**config.mk**
```make
export PLATFORM = sky130hd
export DESIGN_NAME = hilo_muldiv_unit
export DESIGN_NICKNAME = d
export VERILOG_FILES = /design/src/rtl/hilo_muldiv_unit.sv
export SDC_FILE = /design/constraint.sdc
export NUM_CORES = 1
export LEC_CHECK = 0
export BUFFER_PORTS_ARGS = -buffer_cell sky130_fd_sc_hd__buf_2
export CAP_MARGIN = 25
export CORE_UTILIZATION = 45
export CTS_BUF_LIST = sky130_fd_sc_hd__clkbuf_8
export DETAILED_ROUTE_END_ITERATION = 7
export REMOVE_ABC_BUFFERS = 1
export SLEW_MARGIN = 5
export SYNTH_ARGS = -nofsm -noshare
export SYNTH_HDL_FRONTEND = slang
export SYNTH_SLANG_ARGS = --single-unit
```
**constraint.sdc**
```tcl
create_clock -name clk -period 9.6 [get_ports clk]
set_input_delay 1.92 -clock clk [delete_from_list [all_inputs] [get_ports clk]]
set_output_delay 1.92 -clock clk [all_outputs]
set_load 0.005 [all_outputs]
```
**src/rtl/hilo_muldiv_unit.sv**
```systemverilog
// hilo_muldiv_unit: multi-cycle multiply/divide unit holding the architectural
// HI/LO registers. Multiply is radix-2 shift-add on operand magnitudes, divide
// is restoring shift-subtract on magnitudes, and a final FIX cycle applies the
// sign correction before writing HI/LO. MTHI/MTLO write HI/LO directly from IDLE.
module hilo_muldiv_unit #(
  parameter int WIDTH = 32,
  parameter int CNT_W = 5    // 2**CNT_W must be >= WIDTH
) (
  input  logic             clk,
  input  logic             reset,
  input  logic             start,
  input  logic [2:0]       op,
  input  logic [WIDTH-1:0] a,
  input  logic [WIDTH-1:0] b,
  output logic             busy,
  output logic             done,
  output logic [WIDTH-1:0] hi,
  output logic [WIDTH-1:0] lo
);

  localparam logic [2:0] OP_MULT  = 3'd0;
  localparam logic [2:0] OP_MULTU = 3'd1;
  localparam logic [2:0] OP_DIV   = 3'd2;
  localparam logic [2:0] OP_DIVU  = 3'd3;
  localparam logic [2:0] OP_MTHI  = 3'd4;
  localparam logic [2:0] OP_MTLO  = 3'd5;

  localparam logic [CNT_W-1:0] LAST_ITER = CNT_W'(WIDTH - 1);

  typedef enum logic [1:0] {
    S_IDLE,
    S_CALC,
    S_FIX
  } state_t;

  // Architectural and control state
  state_t             state_q,  state_d;
  logic [CNT_W-1:0]   cnt_q,    cnt_d;
  logic [WIDTH-1:0]   hi_q,     hi_d;
  logic [WIDTH-1:0]   lo_q,     lo_d;
  logic               done_q,   done_d;

  // Working registers for the operation in flight
  logic               is_div_q, is_div_d;   // divide (1) or multiply (0)
  logic               b_zero_q, b_zero_d;   // divisor was zero
  logic               neg_q_q,  neg_q_d;    // negate product / quotient in FIX
  logic               neg_r_q,  neg_r_d;    // negate remainder in FIX
  logic [WIDTH-1:0]   dvd_q,    dvd_d;      // raw dividend, returned as HI on divide-by-zero
  logic [WIDTH-1:0]   mag_q,    mag_d;      // multiplicand or divisor magnitude
  logic [2*WIDTH-1:0] acc_q,    acc_d;      // {partial hi, shifting lo} accumulator

  // Operand decode at request time
  logic               op_arith;
  logic               op_signed;
  logic               op_is_div;
  logic               a_neg;
  logic               b_neg;
  logic [WIDTH-1:0]   a_mag;
  logic [WIDTH-1:0]   b_mag;

  // One iteration of each algorithm
  logic [WIDTH:0]     mul_sum;
  logic [2*WIDTH-1:0] mul_next;
  logic [WIDTH:0]     div_shift;
  logic [WIDTH:0]     div_diff;
  logic               div_ge;
  logic [2*WIDTH-1:0] div_next;

  // Sign-corrected results
  logic [2*WIDTH-1:0] prod_fix;
  logic [WIDTH-1:0]   quo_fix;
  logic [WIDTH-1:0]   rem_fix;

  assign busy = (state_q != S_IDLE);
  assign done = done_q;
  assign hi   = hi_q;
  assign lo   = lo_q;

  // Decode the incoming request and form operand magnitudes
  always_comb begin
    op_arith  = (op == OP_MULT) || (op == OP_MULTU) || (op == OP_DIV) || (op == OP_DIVU);
    op_signed = (op == OP_MULT) || (op == OP_DIV);
    op_is_div = (op == OP_DIV)  || (op == OP_DIVU);
    a_neg     = op_signed && a[WIDTH-1];
    b_neg     = op_signed && b[WIDTH-1];
    // The most negative value maps onto itself, which read unsigned is its magnitude.
    a_mag     = a_neg ? (~a + 1'b1) : a;
    b_mag     = b_neg ? (~b + 1'b1) : b;
  end

  // Shift-add step: add the multiplicand into the upper half when the current
  // multiplier bit (acc LSB) is set, then shift the whole accumulator right.
  always_comb begin
    mul_sum  = {1'b0, acc_q[2*WIDTH-1:WIDTH]} + (acc_q[0] ? {1'b0, mag_q} : '0);
    mul_next = {mul_sum, acc_q[WIDTH-1:1]};
  end

  // Restoring divide step: shift the next dividend bit into the remainder,
  // subtract the divisor if it fits and shift the quotient bit in from the right.
  always_comb begin
    div_shift = acc_q[2*WIDTH-1:WIDTH-1];
    div_ge    = (div_shift >= {1'b0, mag_q});
    div_diff  = div_shift - {1'b0, mag_q};
    if (div_ge) begin
      div_next = {div_diff[WIDTH-1:0], acc_q[WIDTH-2:0], 1'b1};
    end else begin
      div_next = {div_shift[WIDTH-1:0], acc_q[WIDTH-2:0], 1'b0};
    end
  end

  // Sign correction applied in FIX
  always_comb begin
    prod_fix = neg_q_q ? (~acc_q + 1'b1) : acc_q;
    quo_fix  = neg_q_q ? (~acc_q[WIDTH-1:0] + 1'b1) : acc_q[WIDTH-1:0];
    rem_fix  = neg_r_q ? (~acc_q[2*WIDTH-1:WIDTH] + 1'b1) : acc_q[2*WIDTH-1:WIDTH];
  end

  // Next-state, datapath and HI/LO update logic
  always_comb begin
    state_d  = state_q;
    cnt_d    = cnt_q;
    hi_d     = hi_q;
    lo_d     = lo_q;
    done_d   = 1'b0;
    is_div_d = is_div_q;
    b_zero_d = b_zero_q;
    neg_q_d  = neg_q_q;
    neg_r_d  = neg_r_q;
    dvd_d    = dvd_q;
    mag_d    = mag_q;
    acc_d    = acc_q;

    unique case (state_q)
      S_IDLE: begin
        if (start) begin
          if (op_arith) begin
            state_d  = S_CALC;
            cnt_d    = '0;
            is_div_d = op_is_div;
            b_zero_d = (b == '0);
            neg_q_d  = a_neg ^ b_neg;
            neg_r_d  = a_neg;
            dvd_d    = a;
            if (op_is_div) begin
              mag_d = b_mag;
              acc_d = {{WIDTH{1'b0}}, a_mag};
            end else begin
              mag_d = a_mag;
              acc_d = {{WIDTH{1'b0}}, b_mag};
            end
          end else if (op == OP_MTHI) begin
            hi_d = a;
          end else if (op == OP_MTLO) begin
            lo_d = a;
          end
        end
      end

      S_CALC: begin
        acc_d = is_div_q ? div_next : mul_next;
        cnt_d = cnt_q + 1'b1;
        if (cnt_q == LAST_ITER) begin
          state_d = S_FIX;
        end
      end

      S_FIX: begin
        if (is_div_q) begin
          if (b_zero_q) begin
            hi_d = dvd_q;
            lo_d = '1;
          end else begin
            hi_d = rem_fix;
            lo_d = quo_fix;
          end
        end else begin
          hi_d = prod_fix[2*WIDTH-1:WIDTH];
          lo_d = prod_fix[WIDTH-1:0];
        end
        done_d  = 1'b1;
        cnt_d   = '0;
        state_d = S_IDLE;
      end

      default: begin
        state_d = S_IDLE;
      end
    endcase
  end

  // State register; reset clears everything and aborts any operation
  always_ff @(posedge clk or posedge reset) begin
    if (reset) begin
      state_q  <= S_IDLE;
      cnt_q    <= '0;
      hi_q     <= '0;
      lo_q     <= '0;
      done_q   <= 1'b0;
      is_div_q <= 1'b0;
      b_zero_q <= 1'b0;
      neg_q_q  <= 1'b0;
      neg_r_q  <= 1'b0;
      dvd_q    <= '0;
      mag_q    <= '0;
      acc_q    <= '0;
    end else begin
      state_q  <= state_d;
      cnt_q    <= cnt_d;
      hi_q     <= hi_d;
      lo_q     <= lo_d;
      done_q   <= done_d;
      is_div_q <= is_div_d;
      b_zero_q <= b_zero_d;
      neg_q_q  <= neg_q_d;
      neg_r_q  <= neg_r_d;
      dvd_q    <= dvd_d;
      mag_q    <= mag_d;
      acc_q    <= acc_d;
    end
  end

endmodule

```
==> summary by stage <==
Clocking
The total CTS buffers is 39. The clock tree from TritonCTS is yes. The tree is rooted in a sky130_fd_sc_hd__clkbuf_8. The clock latency reported for the late side of the worst-skew pair is 0.58 ns. The worst-case clock buffer depth is 3. The post-CTS clock slew at the launch and capture registers of the worst setup and hold paths is 0.06 ns.

The post-cts hold buffer count is 0. Once the clock tree was built, the setup fixing pass inserted 0 buffers. The number of gates resized after CTS is 0. The H-tree generated during clock tree synthesis spans 2 levels. The clock net in this run drives a total of 204 sinks.

Logic synthesis
The fraction of the mapped netlist area in compound gates is 0.267. The main combinational cell family by area after synthesis is compound AO/OA/AOI/OAI gates. The netlist uses 82 different library cells. The share of the Yosys chip area taken by registers is 0.291. The most used flip-flop cell after synthesis is sky130_fd_sc_hd__dfrtp_1. The fraction of synthesis flops using an asynchronous set or reset pin is 1.00.

The adder-cell area share of the yosys netlist is 0.0544. The cell area after technology mapping is 17500 um^2. Of the total synthesized cell area, the portion taken by AND, OR, NAND and NOR gates is 0.206. The warning count from the yosys run is 0. Of the total synthesized cell area, the portion taken by XOR and XNOR cells is 0.0880. In this run, synthesis inferred 0 flip-flops with an integrated enable. The cell count after synthesis came out at 2303. The synthesized flop and latch total is 204. The share of cell area taken by muxes after synthesis is 0.0381. The synthesized area per cell is 7.61 um^2.

Placement
The instance area at placement is 18400 um^2. The final weighted congestion of routability-driven global placement is 0.976. The quantity of I/O buffers inserted on ports is 135.

The worst setup slack after placement is 4.56 ns. The estimated wirelength of the detail-placed design is 46.1 mm.

Timing
Setup repair after global routing left no endpoint under its margin. The upper clock frequency limit is 220 MHz. Summed over all failing endpoints, the final setup total negative slack is 0 ns.

The number of endpoints failing setup at the final stage is 0. The final hold slack is 0.468 ns. The relative slew slack is 0.260. For the final database, setup skew stands at 0.0335 ns. The final-report hold violation count came to 0. The total count of max-transition violations in the final report is 0.

For the finished layout, the period the worst path requires is 4.54 ns. The post-route clock period utilization is 0.473. The worst setup slack after layout is 5.06 ns.

The worst-margin pin slew is 1.11 ns.

Status
The run finished with clean final reports.

Global routing
The number of global-route vias before repair is 16648. The initial antenna violation count is 1. The combined global-route utilization of all metal layers is 0.320. The first-pass GRT wire length is 97.4 mm. For this run the aggregate overflow at the end of global routing stands at 0. Entering global routing, the biggest net connects 88 pins.

Detailed routing
The initial DRC count is 1827. The wire length per cell after detailed routing is 22.2 um. After detailed routing, the number of vias per cell comes to 6.18. The number of optimization iterations in the first detailed-route pass is 6.

Wires add up to 63.7 mm. The routed layout has 17745 vias. After detailed routing, the number of remaining DRC violations is 0. The count of nets left with antenna violations once routing finished came out at 0.

Pwr
In this run the static leakage power is 8.28 nW. For this design the ratio of total power to cell area is 345 nW/um^2. The worst-case IR drop observed on VDD is 0.166 mV.

Cells and area
After routing the design area is 19300 um^2. In the layout the commonest cells are sky130_fd_sc_hd__nand2_1, sky130_fd_sc_hd__o21ai_0, sky130_fd_sc_hd__dfrtp_1. Relative to the synthesized area, the layout overhead comes to 10.1%. The number of inserted filler cells in the final layout is 3831. Of the cells placed in the final design, the portion with a size suffix greater than 1 is 0.123.

The number of nets in the layout is 2477. The leading cell type in the layout, fill and taps excluded is sky130_fd_sc_hd__nand2_1. In the final layout, the multi-input gates occupy 11500 um^2. Across the whole layout, storage elements account for 5110 um^2. The number of antenna cells inserted is 0.

Worst setup path
The capturing point of the worst reg2reg path is hi[24]. Of all nets on the critical path, the largest fanout is 73. By instance count, the cell type seen most on the critical path is sky130_fd_sc_hd__buf_4. The endpoint class of the critical path is a flop. Walking the worst path, the cells encountered are buf_2 > nor2b_1 > nand2_2 > buf_4 > o21ai_4 > buf_4 > nand2_1 > nor2_1 > nand3_1 > a21oi_1 > a22o_1 > a21o_1.

The origin of the critical flop-to-flop path is acc_q[0]. The setup check on the worst reg-to-reg path leaves a slack of 5.27 ns. The worst register-to-register path has a depth of 11. The start-to-end type of the worst setup path is in -> reg. For this design, the slowest cell found on the critical path is sky130_fd_sc_hd__nor2_1. The peak per-stage delay on the critical path is 0.67 ns.

At the worst endpoint, the arrival time is 5.04 ns. The startpoint kind of the worst setup timing path is an input pin. The required time reported for the critical path endpoint is 10.10 ns.

Die
The number of placed I/O pins is 136. The floorplan step set the die width to 199 um. In this run the vertical extent of the chip is 199 um. The die outline area is 39700 um^2. The count of standard-cell rows is 71. For this configuration, the core starts out at a cell density of 0.461. The core outline area is 38000 um^2.

Min path
The startpoint identified for the worst hold timing path is lo[6]. Counting instances, the worst hold path has a depth of 2. For hold timing, the worst endpoint is lo[6]. The classification of the worst-slack hold path is reg -> reg.

Flow run
The tool flagged a number of max-cap violations equal to 0.
per-stage QoR:
stage | cells | util | power (mW)
after floorplan | 2127 | - | 4.36
after global placement | 2800 | 0.484 | 5.56
after detailed placement | 2800 | 0.484 | 5.60
after CTS | 2868 | 0.507 | 6.59
after global routing | 2870 | 0.507 | 7.18
final | 2870 | 0.507 | 6.66
cells in the mapped netlist (22+ instances only):
cell,number,area share
sky130_fd_sc_hd__ha_1,73,0.052
sky130_fd_sc_hd__o211ai_1,46,0.020
sky130_fd_sc_hd__or4_1,22,0.0094
sky130_fd_sc_hd__o31ai_1,35,0.015
sky130_fd_sc_hd__a31oi_1,25,0.0089
sky130_fd_sc_hd__o21ai_0,231,0.066
sky130_fd_sc_hd__xor2_1,55,0.027
sky130_fd_sc_hd__a21oi_1,182,0.052
sky130_fd_sc_hd__dfrtp_1,204,0.29
sky130_fd_sc_hd__o22ai_1,45,0.016
sky130_fd_sc_hd__nand2_1,331,0.071
sky130_fd_sc_hd__a21o_1,34,0.015
sky130_fd_sc_hd__or3_1,22,0.0079
sky130_fd_sc_hd__nor3_1,48,0.014
sky130_fd_sc_hd__clkbuf_1,155,0.033
sky130_fd_sc_hd__xnor2_1,121,0.060
sky130_fd_sc_hd__a211oi_1,32,0.014
sky130_fd_sc_hd__mux2i_1,43,0.025
sky130_fd_sc_hd__inv_1,72,0.015
sky130_fd_sc_hd__nor2_1,178,0.038
sky130_fd_sc_hd__nand3_1,49,0.014
flip-flops by register name (all words and copies together) (netlist names):
name	cells
done	1
hi	32
neg_r_q	1
dvd_q	32
b_zero_q	1
cnt_q	5
is_div_q	1
neg_q_q	1
mag_q	32
state_q	2
acc_q	64
lo	32
kinds of logic after synthesis:
logic type                 after synthesis
xor gates and xnor gates               176
AOI/OAI and AO/OA                      754
adders and majority gates               75
and+or+nand+nor                        782
muxes                                   64
DFF                                    204
buffers and inverters                  248
final cells by class:
type	count	area share
Multi-Input combinational cell	1851	0.597
Sequential cell	204	0.265
Timing Repair Buffer	164	0.0470
Clock buffer	49	0.0350
Tap cell	511	0.0331
Inverter	72	0.0144
Clock inverter	19	0.00882
layer usage:
layer  wire, um  track usage
met2      28200        0.500
met1      28000        0.445
met3       4940       0.0471
met4       2420        0.121
met5         16            0
how the worst max path moves through the flow:
stage,startpoint,to,slack [ns]
2_1_floorplan,reset,acc_q[0],2.11
3_3_place_gp,a[5],acc_q[28],4.59
3_5_place_dp,op[2],acc_q[58],4.56
4_1_cts,acc_q[42],acc_q[60],4.98
5_1_grt,op[2],acc_q[58],4.87
6_report,op[2],acc_q[58],5.06
power breakdown:
group / internal [mW] / total [mW] / leakage, nW / switching, mW
Sequential: 1.24 / 1.77 / 2.52 / 0.533
Combinational: 1.55 / 3.92 / 5.31 / 2.37
Clock: 0.542 / 0.965 / 0.454 / 0.423
worst max-delay path: cells and delay by family:
kind,cells,cell delay (ns)
AOI/OAI and AO/OA,4,0.50
and+or+nand+nor,5,1.56
buffers and inverters,3,1.03
Power figures use the tool's default switching activity.
